## src/rtl/uart_fifo_pkg.sv

```systemverilog
// Constants and edge-detector state encoding shared by the UART receive- and transmit-side FIFOs.
package uart_fifo_pkg;

  localparam int DB_DEF    = 8;
  localparam int AW_DEF    = 2;
  localparam int DEPTH_DEF = 1 << AW_DEF;

  // The registered copy of the input is the state bit.
  typedef enum logic {
    LOW        = 1'b0,
    ARMED_HIGH = 1'b1
  } edge_state_e;

endpackage

```

## src/rtl/uart_fifo_rx_rise_edge_det.sv

```systemverilog
// One-cycle pulse on each low-to-high transition of a level input, no latency, no backpressure.
// Resets armed-high so an input already high when reset is released gives no pulse.
module rise_edge_det
  import uart_fifo_pkg::*;
(
  input  logic clk,
  input  logic rst_n,
  input  logic in,
  output logic pulse
);

  edge_state_e r_state;
  edge_state_e w_state_nxt;

  always_ff @(posedge clk) begin
    if (!rst_n) r_state <= ARMED_HIGH;
    else        r_state <= w_state_nxt;
  end

  always_comb begin
    w_state_nxt = r_state;
    pulse       = 1'b0;
    case (r_state)
      LOW: begin
        if (in) begin
          w_state_nxt = ARMED_HIGH;
          pulse       = 1'b1;
        end
      end
      ARMED_HIGH: begin
        if (!in) w_state_nxt = LOW;
      end
      default: w_state_nxt = ARMED_HIGH;
    endcase
  end

endmodule

```

## src/rtl/uart_fifo_rx.sv

```systemverilog
// UART receive FIFO: edge-triggered push/pop, first-word-fall-through head, drop-on-full (never stalls).
// Optional sticky byte-loss flag enabled by `define UART_FIFO_RX_OVERRUN_EN.
module uart_fifo_rx
  import uart_fifo_pkg::*;
#(
  parameter int DB = DB_DEF,
  parameter int AW = AW_DEF
) (
  input  logic          clk,
  input  logic          rst_n,
  input  logic          rx_done,
  input  logic [DB-1:0] d_out,
  input  logic          rd,
  output logic [DB-1:0] r_data,
  output logic          rx_empty,
  output logic          rx_full,
  output logic          overrun
);

  localparam int         DEPTH    = 1 << AW;
  localparam logic [AW:0] FULL_CNT = {1'b1, {AW{1'b0}}};

  logic [DB-1:0] r_mem [DEPTH];
  logic [AW-1:0] r_wr_ptr;
  logic [AW-1:0] r_rd_ptr;
  logic [AW:0]   r_count;
  logic          r_empty;
  logic          r_full;

  logic          w_push;
  logic          w_pop;
  logic          w_push_ok;
  logic          w_pop_ok;
  logic [AW:0]   w_count_nxt;

  rise_edge_det u_push_det (
    .clk   (clk),
    .rst_n (rst_n),
    .in    (rx_done),
    .pulse (w_push)
  );

  rise_edge_det u_pop_det (
    .clk   (clk),
    .rst_n (rst_n),
    .in    (rd),
    .pulse (w_pop)
  );

  // A pop on the same edge frees the slot, so a push into a full FIFO still lands.
  assign w_push_ok = w_push & (~r_full | w_pop);
  assign w_pop_ok  = w_pop & ~r_empty;

  always_comb begin
    w_count_nxt = r_count;
    case ({w_push_ok, w_pop_ok})
      2'b10:   w_count_nxt = r_count + 1'b1;
      2'b01:   w_count_nxt = r_count - 1'b1;
      default: w_count_nxt = r_count;
    endcase
  end

  always_ff @(posedge clk) begin
    if (!rst_n) begin
      r_wr_ptr <= '0;
      r_rd_ptr <= '0;
      r_count  <= '0;
      r_empty  <= 1'b1;
      r_full   <= 1'b0;
    end else begin
      if (w_push_ok) r_wr_ptr <= r_wr_ptr + 1'b1;
      if (w_pop_ok)  r_rd_ptr <= r_rd_ptr + 1'b1;
      r_count <= w_count_nxt;
      r_empty <= (w_count_nxt == '0);
      r_full  <= (w_count_nxt == FULL_CNT);
    end
  end

  // Storage is deliberately left out of reset; only the pointers define validity.
  always_ff @(posedge clk) begin
    if (rst_n && w_push_ok) r_mem[r_wr_ptr] <= d_out;
  end

  assign r_data   = r_mem[r_rd_ptr];
  assign rx_empty = r_empty;
  assign rx_full  = r_full;

`ifdef UART_FIFO_RX_OVERRUN_EN
  logic w_drop;
  logic r_overrun;

  assign w_drop = w_push & r_full & ~w_pop;

  always_ff @(posedge clk) begin
    if (!rst_n)        r_overrun <= 1'b0;
    else if (w_drop)   r_overrun <= 1'b1;
    else if (w_pop_ok) r_overrun <= 1'b0;
  end

  assign overrun = r_overrun;
`else
  assign overrun = 1'b0;
`endif

endmodule
```

## config.mk

```make
export PLATFORM = sky130hd
export DESIGN_NAME = uart_fifo_rx
export DESIGN_NICKNAME = d
export VERILOG_FILES = /design/src/rtl/uart_fifo_pkg.sv /design/src/rtl/uart_fifo_rx_rise_edge_det.sv /design/src/rtl/uart_fifo_rx.sv
export SDC_FILE = /design/constraint.sdc
export NUM_CORES = 1
export LEC_CHECK = 0
export BUFFER_PORTS_ARGS = -buffer_cell sky130_fd_sc_hd__buf_2
export CAP_MARGIN = 20
export CORE_MARGIN = 2
export CORE_UTILIZATION = 53
export CTS_BUF_LIST = sky130_fd_sc_hd__clkbuf_2 sky130_fd_sc_hd__clkbuf_4 sky130_fd_sc_hd__clkbuf_8
export DETAILED_ROUTE_END_ITERATION = 8
export GPL_TIMING_DRIVEN = 0
export PLACE_DENSITY = 0.84
export SYNTH_ARGS = -nofsm -noshare
export SYNTH_HDL_FRONTEND = slang
export SYNTH_SLANG_ARGS = --single-unit
```

## constraint.sdc

```tcl
create_clock -name clk -period 2.45 [get_ports clk]
set_clock_uncertainty 0.2 [all_clocks]
set_input_delay 0.245 -clock clk [delete_from_list [all_inputs] [get_ports clk]]
set_output_delay 0.245 -clock clk [all_outputs]
set_load 0.1 [all_outputs]
```

* After elaboration in Yosys (flattened, before gate mapping)
Memory sizes are Yosys's and may differ from the RTL's. A register that Yosys moved wholly into a read port is not among the register bits.
Cells that the tools add are included.
** Operators by class
- Add/subtract/negate cells :: 4
- $mul :: 0
- Divide/modulo/power cells :: 0
- Magnitude comparators :: 0
- Equality and inequality tests :: 3
- Shift operators :: 0
- Muxes and demuxes :: 9
- Bitwise gates (word level) :: 5
- Reductions and logical operators :: 2
** Operators by type and width (count)
- $mux 1 :: 6
- $pmux 3 s2 :: 1
- $add 2x1->2 const B :: 2
- $mux 2 :: 2
- $add 3x1->3 const B :: 1
- $eq 3x3->1 const B :: 1
- $logic_not 3->1 :: 1
- $sub 3x1->3 const B :: 1
- $and 1x1->1 :: 2
- $eq 2x1->1 const B :: 1
- $eq 2x2->1 const B :: 1
- $not 1->1 :: 2
- $logic_and 1x1->1 :: 1
- $or 1x1->1 :: 1
** Storage, ports and cells
- Bits in registers :: 11
- Bits in latches :: 0
- Memory bits (writable) :: 32
- ROM bits :: 0
- Input port bits :: 12
- Output and inout port bits :: 11
- Word-level logic and storage cells :: 31
- Memories :: 1
** Memory list
- r_mem :: words 4, width 8, rd ports 1, clocked after Yosys merged registers in 1, write ports 1, RTL line uart_fifo_rx.sv:23 : logic [DB-1:0] r_mem [DEPTH];

* Longest topological paths before layout
Gate-level depths: netlist of run 1.
- Word-level depth :: 7
- Gate-level depth with buffers :: 8
- Gate-level depth less buffers :: 8

* By module
A second synthesis of run 1 with hierarchy kept.
** Unflattened totals
- Cells, all modules :: 107
- Area, all modules :: 1793.0 um2
** By module, submodules not included
- uart_fifo_rx :: instances 1, cells an instance 101, area each 1712.9 um2, sequential area each 1181.1 um2
- rise_edge_det :: instances 2, cells an instance 3, area each 40.0 um2, sequential area each 20.0 um2

* Worst setup path before layout of run 1
No wires, ideal clock.
- Path kind :: register to register
- Start point :: register r_empty, in the netlist rx_empty
- End point :: register r_full, in the netlist rx_full
- Setup time :: 70 ps
- Arrival time :: 2509 ps
- Required time :: 2180 ps
- Path slack :: -328 ps
- Cell stages (with the launch flop) :: 7
- Buffers on the path :: 0
- Clock period less this slack :: 2778 ps
- Path through :: dfxtp_1 -> nor3b_2 -> ha_1 -> fa_1 -> xnor2_1 -> or4b_1 -> a21oi_1
** On the way
- Word-level cells in the longest chain between the ends :: 5
- Elaborated cells between the ends (all ways) :: 6
- Those cells by class :: 3 x eq/ne; 1 x mux; 2 x bitwise
** RTL lines
- from (decl) :: RTL line uart_fifo_rx.sv:27 : logic r_empty;
- from (signal assigned) :: RTL line uart_fifo_rx.sv:74 : r_empty <= (w_count_nxt == '0);
- $not 1->1 * :: RTL line uart_fifo_rx.sv:52 : assign w_pop_ok = w_pop & ~r_empty;
- $and 1x1->1 * :: RTL line uart_fifo_rx.sv:52
- net w_pop_ok :: RTL line uart_fifo_rx.sv:33 : logic w_pop_ok;
- $eq 2x1->1 / $eq 2x2->1 (equally long branches) :: RTL line uart_fifo_rx.sv:56 : case ({w_push_ok, w_pop_ok})
- $pmux 3 s2 * :: RTL line uart_fifo_rx.sv:56
- $eq 3x3->1 * :: RTL line uart_fifo_rx.sv:75 : r_full <= (w_count_nxt == FULL_CNT);
- to (signal assigned) :: RTL line uart_fifo_rx.sv:75
- to (decl) :: RTL line uart_fifo_rx.sv:28 : logic r_full;
Mark *: on every way through the listed nets, which the timed path passes. The rest lies on a longest branch.
A chain may end at the register's enable or synchronous reset.

* Worst setup path in the final report of run 1
- Start point :: register u_pop_det.r_state
- End point :: register r_full, in the netlist rx_full
** On the way
- Word-level cells in the longest chain between the ends :: 6
- Elaborated cells between the ends (all ways) :: 8
- Those cells by class :: 3 x eq/ne; 2 x mux; 3 x bitwise
** RTL lines
- from (decl) :: RTL line uart_fifo_rx_rise_edge_det.sv:12 : edge_state_e r_state;
- from (signal assigned) :: RTL line uart_fifo_rx_rise_edge_det.sv:17 : else r_state <= w_state_nxt;
- $mux 1 * :: RTL line uart_fifo_rx_rise_edge_det.sv:23 : case (r_state)
- $or 1x1->1 :: RTL line uart_fifo_rx.sv:51 : assign w_push_ok = w_push & (~r_full | w_pop);
- $and 1x1->1 :: RTL line uart_fifo_rx.sv:51
- $eq 2x1->1 / $eq 2x2->1 (equally long branches) :: RTL line uart_fifo_rx.sv:56
- $pmux 3 s2 * :: RTL line uart_fifo_rx.sv:56
- $eq 3x3->1 * :: RTL line uart_fifo_rx.sv:75
Every way passes the cells marked *; elsewhere a longest branch is shown, timed or not.

==> results of run 1 <==
## cell type report
cell class                      count  share of cell area [%]
Buffer                              6                   1.638
Clock buffer                        7                   2.655
Clock inverter                      1                   1.356
Inverter                            4                  0.6780
Multi-Input combinational cell     54                   25.48
Sequential cell                    45                   55.31
Tap cell                           46                   2.599
Timing Repair Buffer               33                   10.28
## registers in the layout, summed over array words and instances, names as in the netlist, named ones only
| name | cells |
|---|---|
| r_wr_ptr | 2 |
| rx_full | 1 |
| r_count | 3 |
| u_push_det.r_state | 1 |
| r_rd_ptr | 2 |
| r_mem | 32 |
| rx_empty | 1 |
| u_pop_det.r_state | 1 |
## power by group through the flow
stage	Clock [W]	Sequential [W]	Combinational, W
floorplan	0	0.000858	0.0000713
global placement	0	0.000847	0.000103
detailed placement	0	0.000848	0.000109
CTS	0.000481	0.000830	0.000124
global route	0.000507	0.000832	0.000136
finish	0.000476	0.000831	0.000128
## cells in the final DEF, fill, tap and decap left out, types with 2 or more instances in the layout
cell type / Yosys / final
edfxtp_1: 32 / 32
mux4_2: 8 / 8
and2_1: 3 / 3
and3_1: 4 / 4
dfxtp_2: 0 / 3
ha_1: 5 / 4
buf_2: 2 / 22
buf_4: 1 / 2
dfxtp_1: 13 / 10
dlygate4sd3_1: 0 / 12
nand2b_1: 5 / 5
clkbuf_4: 0 / 6
inv_1: 4 / 3
nand2_1: 7 / 7
mux2i_1: 4 / 4
## worst max-delay path, stage by stage (launching register included)
cell      delay [ns]
dfxtp_2         0.34
nand2b_1        0.16
a21oi_4         0.15
inv_2           0.06
ha_4            0.17
fa_2            0.37
xnor2_2         0.16
or4b_4          0.56
a21oi_2         0.14
## cells by family after synthesis
logic type                 Yosys count  synth area share (%)
DFF                                 45                 67.87
and+or+nand+nor                     26                 8.554
muxes                               12                 12.24
buffers and inverters               10                 2.851
adders and majority gates            6                 4.590
AOI/OAI and AO/OA                    6                 2.226
xor gates and xnor gates             3                 1.461
other                                1                0.2084
## layer usage
metal	global-route usage [%]	part of all wire, %
met2	32.34	58
met1	17.28	38
met4	5.833	0.79
met3	5.435	3.7
met5	0	0
## what timing repair did
action                                  in CTS  in global routing
gates resized for setup                      0                  8
endpoints found under the setup margin       3                  3
pin swaps                                    1                  2
hold buffers                                12                  0
setup buffers                                1                  0
hold endpoints to repair                    34                  0
## worst paths after layout
path,start,to,slack [ns],depth (start not counted)
setup reg to reg,u_pop_det.r_state,rx_full,0.07,8
setup / recovery,u_pop_det.r_state,rx_full,0.07,8
hold reg to reg,r_rd_ptr[1],r_rd_ptr[1],0.29,2
hold / removal,rst_n,r_wr_ptr[1],0.04,3
## stage by stage
stage	power, W	instance area [um^2]	hold WS [ns]	utilization, %	worst slack, ns
4_1_cts	0.001436	2183	0.03317	65.95	0.02577
6_report	0.001434	2215	0.03751	66.89	0.06855
2_1_floorplan	0.0009290	1809	0.1439	-	0.001851
3_3_place_gp	0.0009499	1967	0.2454	59.41	-0.02824
3_5_place_dp	0.0009564	1967	0.2542	59.41	-0.07861
5_1_grt	0.001476	2215	0.04170	66.89	-0.004064
==> reports/metrics.yaml, run 1 <==
cp_data_arrival_time_ns: 2.47
root_buffer: "clkbuf_4"
clk_transition_reported_paths_ns: 0.12
power_switching_w: 0.0003090
grt_antenna_before_repair: 0
required_ns: 2.54
layout-drive-gt1-share_pct: 35.33
dpl.cell_count: 175
gp_congestion: 0.6842
syn_area_um2: 1799
switching_share_pct: 21.54
syn2layout_area_growth_pct: 23.09
setup-tns-final_ns: 0
p_leak_nw: 0.8153
cts_buffers: 5
hpwl_um: 1967
clock_sinks: 45
drv_slew: 0
wl_per_cell_um: 15.40
hold_violations: 0
grt_max_degree: 14
clock_latency_ns: 0.34
stdcell_count: 196
drv_cap: 0
yosys_warnings: 0
fp.dieW_um: 62.27
fmax_mhz: 419.9
pin_count: 23
synth_nets: 127
synth_area_leaders: "edfxtp_1, dfxtp_1, mux4_2"
yosysSeqAreaShare_pct: 67.87
vias_per_cell: 5.020
drtPass1Iterations: 4
synthDistinctLibCells: 31
cts_tree: "built"
synthTopCellsByCount: "edfxtp_1, dfxtp_1, mux4_2, nand2_1"
path_max_fanout: 4
seqCellArea_um2: 1225
path_class: "reg -> reg"
diodes: 0
core_area_um2: 3311
p_per_area_nw_per_um2: 647.7
drcViolationCount: 0
cp-start-kind: "flip-flop"
async_flop_share_pct: 0
port_buffers: 20
ys_seq_elements: 45
routed_wirelength_um: 3019
rows: 21
grt_pass1_vias: 1071
synth_top_area_share_pct: 53.41
hp-class: "in -> reg"
layout.nets: 167
grt_overflow: 0
vdd_drop_max_uv: 408.1
synthMostInstantiatedCell: "edfxtp_1"
grt_first_pass_wirelength_um: 4843
n_fill_cell: 254
fp.dieArea_um2: 3877
start_util_pct: 54.35
p_seq_share_pct: 57.9
clock_path_buffers: 2
dieHeight_um: 62.27
postSynthCellCount: 109
setup_viol_count_final: 0
multi_input_area_um2: 564.3
end_kind: "flip-flop"
dominantRegCellSynth: "edfxtp_1"
p_clk_share_pct: 33.2
ant_nets: 0
synth_top_area_cell: "edfxtp_1"
cts.htree.levels: 2
finalCritPeriodShare_pct: 97.20
drtIter0Drc: 19
p_comb_share_pct: 8.9
min_period_ns: 2.381
vias: 984
syn_avg_cell_area_um2: 16.51
synth_edf_count: 32
groute.usage.overall_pct: 16.95
intPower_w: 0.001125
outcome: "complete, no violations"
(Power assumes the default switching activity.)
==> inputs of run 2 (changes only) <==
CORE_ASPECT_RATIO = 1.75   (was default)
SYNTH_HIERARCHICAL = 1   (was default)
==> run 2 against run 1 <==
Net effect: sequential power about the same; flip-flop and latch count unchanged; utilization down 0.062 points; via count rose by 0.61%; power shrank 2.4%; critical path depth is 1 higher; worst setup slack better by 0.075 ns; synthesized area down 0.35%.
==> reports/metrics.yaml, run 2 <==
grtUsageMet2_pct: 28.27  # -4.1 points
port_buffers: 21  # +5.0%
fp.dieArea_um2: 3882  # +0.14%
regToRegEndpoint: "rx_full"
drtPass1Iterations: 4  # unchanged
path_max_fanout: 5  # +1
cts_tree: "built"
rsz0062_at_grt: "false"
drcViolationCount: 0  # unchanged
synth_nets: 125  # -1.6%
synth_top_area_cell: "edfxtp_1"
largest_register_ffs: 32  # unchanged
fmax_mhz: 433.6  # +3.3%
hpwl_um: 1988  # +1.1%
regToRegSetupSlack_ns: 0.14  # +0.08 ns
setup-tns-final_ns: 0  # unchanged
multi_input_area_um2: 546.8  # -3.1%
vias: 990  # +0.61%
fp.dieW_um: 47.97  # -23%
clk_transition_reported_paths_ns: 0.08  # -0.04 ns
yosys_warnings: 6  # +6
grt_first_pass_wirelength_um: 4547  # -6.1%
yosysSeqAreaShare_pct: 68.11  # +0.24 points
wl_per_cell_um: 14.47  # -6.1%
cp-start-kind: "flip-flop"
p_per_area_nw_per_um2: 636.2  # -1.8%
hp-start: "rst_n"
synth_area_leaders: "edfxtp_1, dfxtp_1, mux4_2"
rr_startpoint: "u_pop_det/r_state"
postSynthCellCount: 107  # -1.8%
synthTopCellsByCount: "edfxtp_1, dfxtp_1, mux4_2, nor2_1, ha_1"
layout-drive-gt1-share_pct: 38.67  # +3.3 points
cts_buffers: 5  # unchanged
top_regs: "r_mem: 32 flops, r_count: 3 flops"
start_util_pct: 54.45  # +0.099 points
grt_overflow: 0  # unchanged
vias_per_cell: 5.077  # +1.1%
synth_top_area_share_pct: 53.59  # +0.19 points
cts.htree.levels: 2  # unchanged
syn_area_um2: 1793  # -0.35%
synthAdderAreaFrac_pct: 4.606  # +0.016 points
grt_antenna_before_repair: 0  # unchanged
worstHoldEndpoint: "rx_full"
p_leak_nw: 0.7937  # -2.6%
grt_pass1_vias: 981  # -8.4%
crit_path_start: "u_pop_det/r_state"
root_buffer: "clkbuf_8"
async_flop_share_pct: 0  # unchanged
layout.nets: 167  # unchanged
setup_viol_count_final: 0  # unchanged
syn_avg_cell_area_um2: 16.76  # +1.5%
dieHeight_um: 80.94  # +30%
ys_seq_elements: 45  # unchanged
drv_cap: 0  # unchanged
synth-xor-area-share_pct: 2.442  # +0.98 points
synth_compound_area_share_pct: 2.931  # +0.71 points
synthDistinctLibCells: 29  # -6.5%
clock_sinks: 45  # unchanged
use_met3_pct: 4.667  # -0.77 points
synth_top_family_by_area: "multiplexers"
reg2regPathDepth: 9  # +1
grt_busiest_layer: "met2"
pin_count: 23  # unchanged
place_ws_ns: -0.1553  # -0.07668 ns
p_total_w: 0.001400  # -2.4%
mostFrequentLayoutCell: "edfxtp_1"
core_area_um2: 3293  # -0.53%
drtIter0Drc: 10  # -9
routed_wirelength_um: 2821  # -6.6%
groute.usage.overall_pct: 17.40  # +0.45 points
min_period_ns: 2.306  # -0.07520 ns
clock_path_buffers: 2  # unchanged
syn2layout_area_growth_pct: 22.75
synth_edf_count: 32  # unchanged
hold_violations: 0  # unchanged
layout_common_cells: "edfxtp_1, buf_2, dlygate4sd3_1, dfxtp_1, mux4_2"
setup_ws_ns: 0.1437  # +0.07520 ns
rows: 28  # +33%
use_met1_pct: 19.17  # +1.9 points
finalCritPeriodShare_pct: 94.13  # -3.1 points
cp_data_arrival_time_ns: 2.34  # -0.13 ns
grt_max_degree: 15  # +1
ant_nets: 0  # unchanged
top_register: "r_mem"
clock_latency_ns: 0.30  # -0.04 ns
dominantRegCellSynth: "edfxtp_1"
hp-class: "in -> reg"
n_fill_cell: 258  # +1.6%
holdPathStages: 3  # unchanged
whs_ns: 0.1379  # +0.1004 ns
path_class: "reg -> reg"
yosys.area_share.simple_pct: 8.863  # +0.31 points
synthMuxAreaShare_pct: 10.61  # -1.6 points
gp_congestion: 0.7356  # +7.5%
drv_slew: 0  # unchanged
end_kind: "flip-flop"
synthMostInstantiatedCell: "edfxtp_1"
seqCellArea_um2: 1226  # +0.10%
diodes: 0  # unchanged
required_ns: 2.48  # -0.06 ns
outcome: "complete, no violations"
vdd_drop_max_uv: 555.5  # +36%
==> run 2: changes by cell type after synthesis, moves of 3 or more <==
cell      before  now
and2_1         3    0
nand2_1        7    1
mux2i_1        4    1
and3_2         0    4
nand2b_1       5    2
and3_1         4    0
nor2_1         1    7
==> run 2: worst max-delay path by stage <==
stage	end	slack [ns]	cells after the start
finish	rx_full	0.14	9
floorplan	rx_empty	0.005	8
CTS	rx_full	0.008	9
global placement	rx_empty	-0.08	10
global route	rx_full	0.003	9
detailed placement	rx_empty	-0.16	10
==> run 2: kinds of logic after synthesis <==
family,count (synthesis)
AOI/OAI and AO/OA,8
xor gates and xnor gates,5
adders and majority gates,6
buffers and inverters,9
DFF,45
muxes,9
other,1
and+or+nand+nor,24
==> run 2: power breakdown <==
group / total [W] / internal, W / switching, W
clock network: 0.000448 / 0.000212 / 0.000237
registers: 0.000829 / 0.000822 / 0.00000707
logic: 0.000123 / 0.0000447 / 0.0000779
total: 0.00140 / 0.00108 / 0.000322
==> run 2: per-layer routing <==
metal  share of wire (%)  vias to the layer above
met2                  56                       18
met1                  38                      488
met3                 2.8                        7
met4                 3.1                        0
met5                   0                        -
li1                    -                      477
==> run 2: what timing repair did <==
| item | CTS | global route |
|---|---|---|
| endpoints found under the setup margin | 2 | 3 |
| hold endpoints to repair | 34 | 0 |
| setup buffers | 1 | 1 |
| gates cloned | 0 | 0 |
| resized for setup | 2 | 2 |
| hold buffers | 12 | 0 |
| pin swaps | 1 | 1 |
==> run 2: area by class of cell <==
| class | count | area share, % |
|---|---|---|
| well taps | 45 | 2.558 |
| clock buffers | 6 | 3.468 |
| flip-flops and latches | 45 | 55.71 |
| inverters | 5 | 0.8528 |
| clock inverters | 2 | 0.6822 |
| plain buffers | 4 | 0.9665 |
| multi-input cells | 53 | 24.84 |
| repair buffers | 35 | 10.92 |
==> run 2: stage by stage <==
| step | utilization, % | instance area, um^2 | std cells |
|---|---|---|---|
| 5_1_grt | 66.83 | 2201 | 195 |
| 2_1_floorplan | - | 1798 | 107 |
| 3_3_place_gp | 59.50 | 1959 | 173 |
| 6_report | 66.83 | 2201 | 195 |
| 3_5_place_dp | 59.50 | 1959 | 173 |
| 4_1_cts | 66.45 | 2188 | 194 |
==> run 2: worst max-delay path: stages (launching register included) <==
cell and delay [ns]:
dfxtp_1 0.33, nor2b_4 0.13, nor2b_1 0.09, nor2_2 0.12
inv_1 0.06, ha_2 0.21, fa_2 0.36, xnor2_2 0.16
or4_4 0.43, a21oi_2 0.14
==> inputs of run 3 (changes only) <==
==> constraint.sdc (replaced) <==
create_clock -name clk -period 2.45 [get_ports clk]
set_clock_uncertainty 0.2 [all_clocks]
set_input_delay 0 -clock clk [delete_from_list [all_inputs] [get_ports clk]]
set_output_delay 0 -clock clk [all_outputs]
set_load 0.1 [all_outputs]
==> run 3 against run 2 <==
Net effect: sequential power about the same; largest cell class unchanged; flip-flop and latch count unchanged; maximum frequency decreased by 0.17%; sequential share of layout area decreased by 0.25 points; critical path depth increased by 2; largest power group unchanged; combinational power about the same; count of clock-buffer cells in the layout unchanged.
==> reports/metrics.yaml, run 3 (same netlist as run 2, synthesis figures left out) <==
outcome: "complete, no violations"
clk_transition_reported_paths_ns: 0.08  # about the same
crit_top_cell: "inv_1"
postPlaceCellArea_um2: 1959  # unchanged
critPathSlowestCell: "dlygate4sd3_1"
hold_violations: 0  # unchanged
required_ns: 2.48  # about the same
end_kind: "flip-flop"
path_max_fanout: 4  # -1
drtPass1Iterations: 4  # unchanged
min_period_ns: 2.310  # +0.003920 ns
layout-drive-gt1-share_pct: 38.41  # -0.26 points
cp-start-kind: "primary input"
syn2layout_area_growth_pct: 23.31
whs_ns: 0.04634  # -0.09156 ns
use_met3_pct: 4.667  # unchanged
drv_cap: 0  # unchanged
fp.dieArea_um2: 3882  # unchanged
finalCritPeriodShare_pct: 94.29  # +0.16 points
grt_busiest_layer: "met2"
p_leak_nw: 0.7979  # +0.53%
vias: 990  # unchanged
dieHeight_um: 80.94  # unchanged
drv_slew: 0  # unchanged
dpl.cell_count: 173  # unchanged
crit_chain: "dlygate4sd3_1, buf_2, nor2b_4, inv_1, nor2_2, inv_1, ha_2, fa_2, xnor2_2, or4_4, a21oi_2"
cp_data_arrival_time_ns: 2.34  # about the same
critPathBufInv: 4  # +3
grt_antenna_before_repair: 0  # unchanged
start_util_pct: 54.45  # unchanged
root_buffer: "clkbuf_8"
place_ws_ns: -0.08849  # +0.06680 ns
port_buffers: 21  # unchanged
wl_per_cell_um: 14.43  # -0.23%
vias_per_cell: 5.051  # -0.51%
fin_util_pct: 67.14  # +0.30 points
gp_congestion: 0.7356  # unchanged
path_class: "in -> reg"
cts.htree.levels: 2  # unchanged
clock_latency_ns: 0.30  # about the same
cp_slowest_stage_delay_ns: 0.52  # +0.09 ns
routed_wirelength_um: 2829  # +0.28%
layout.nets: 168  # +0.60%
rows: 28  # unchanged
vdd_drop_max_uv: 555.4  # about the same
setup_viol_count_final: 0  # unchanged
use_met1_pct: 19.02  # -0.15 points
clock_path_buffers: 2  # unchanged
grt_pass1_vias: 987  # +0.61%
grt_first_pass_wirelength_um: 4547  # unchanged
grt_max_degree: 15  # unchanged
grtUsageMet2_pct: 28.40  # +0.13 points
hp-class: "in -> reg"
diodes: 0  # unchanged
cts_buffers: 5  # unchanged
clock_sinks: 45  # unchanged
final_area_um2: 2211  # +0.45%
crit_family: "buffers and inverters"
largest_register_ffs: 32  # unchanged
drcViolationCount: 0  # unchanged
pin_count: 23  # unchanged
hpwl_um: 1988  # unchanged
stdcell_count: 196  # +0.51%
groute.usage.overall_pct: 17.40  # unchanged
ant_nets: 0  # unchanged
fmax_mhz: 432.9  # -0.17%
top_regs: "r_mem: 32 flops, r_count: 3 flops"
mostFrequentLayoutCell: "edfxtp_1"
setup_ws_ns: 0.1398  # -0.003920 ns
p_per_area_nw_per_um2: 633.8  # -0.37%
fp.dieW_um: 47.97  # unchanged
cts_tree: "built"
core_area_um2: 3293  # unchanged
drtIter0Drc: 10  # unchanged
rsz0062_at_grt: "false"
grt_overflow: 0  # unchanged
top_register: "r_mem"
layout_common_cells: "edfxtp_1, buf_2, dlygate4sd3_1, dfxtp_1, mux4_2"
## run 3: tightest hold or removal path, stage by stage
cell	delay, ns
buf_2	0.11
nor2b_4	0.13
nand3b_1	0.08
xor2_1	0.07
nor2_1	0.11
## run 3: report_power, final
| part | internal [W] | switching (W) |
|---|---|---|
| Combinational | 0.0000457 | 0.0000781 |
| Sequential | 0.000822 | 0.00000707 |
| Clock | 0.000212 | 0.000237 |
## run 3: cell type report
type,count,area (um^2)
sequential,45,1226
tap,45,56.30
buffer,4,21.27
timing repair buffer,36,250.2
multi-input combinational,53,546.8
clock inverter,2,15.01
fill,257,1082
inverter,5,18.77
clock buffer,6,76.32
## run 3: final timing paths
check	to	cells past startpoint	slack (ns)	start
worst max-delay path	rx_full	11	0.14	rx_done
worst min-delay path	flip-flop	5	0.05	rd
worst max register to register	rx_full	9	0.14	u_pop_det/r_state
worst min register to register	r_wr_ptr[0]	2	0.34	r_wr_ptr[0]
## run 3: what timing repair did
action / in CTS / in global routing
hold endpoints to repair: 45 / 0
setup buffers: 1 / 1
hold buffers: 13 / 0
gates resized for setup: 2 / 2
cloned: 0 / 0
endpoints found under the setup margin: 2 / 3
pin swaps: 1 / 1
## run 3: routing by layer
metal	wire length, um	vias up
li1	-	479
met1	1078	486
met2	1584	18
met5	0	-
met3	78	7
met4	88	0
## run 3: metrics by stage
stage / total power [W] / setup TNS, ns
after floorplan: 0.0009229 / 0
after global placement: 0.0009454 / -0.01781
after detailed placement: 0.0009511 / -0.1254
after CTS: 0.001419 / 0
after global routing: 0.001446 / 0
final: 0.001401 / 0
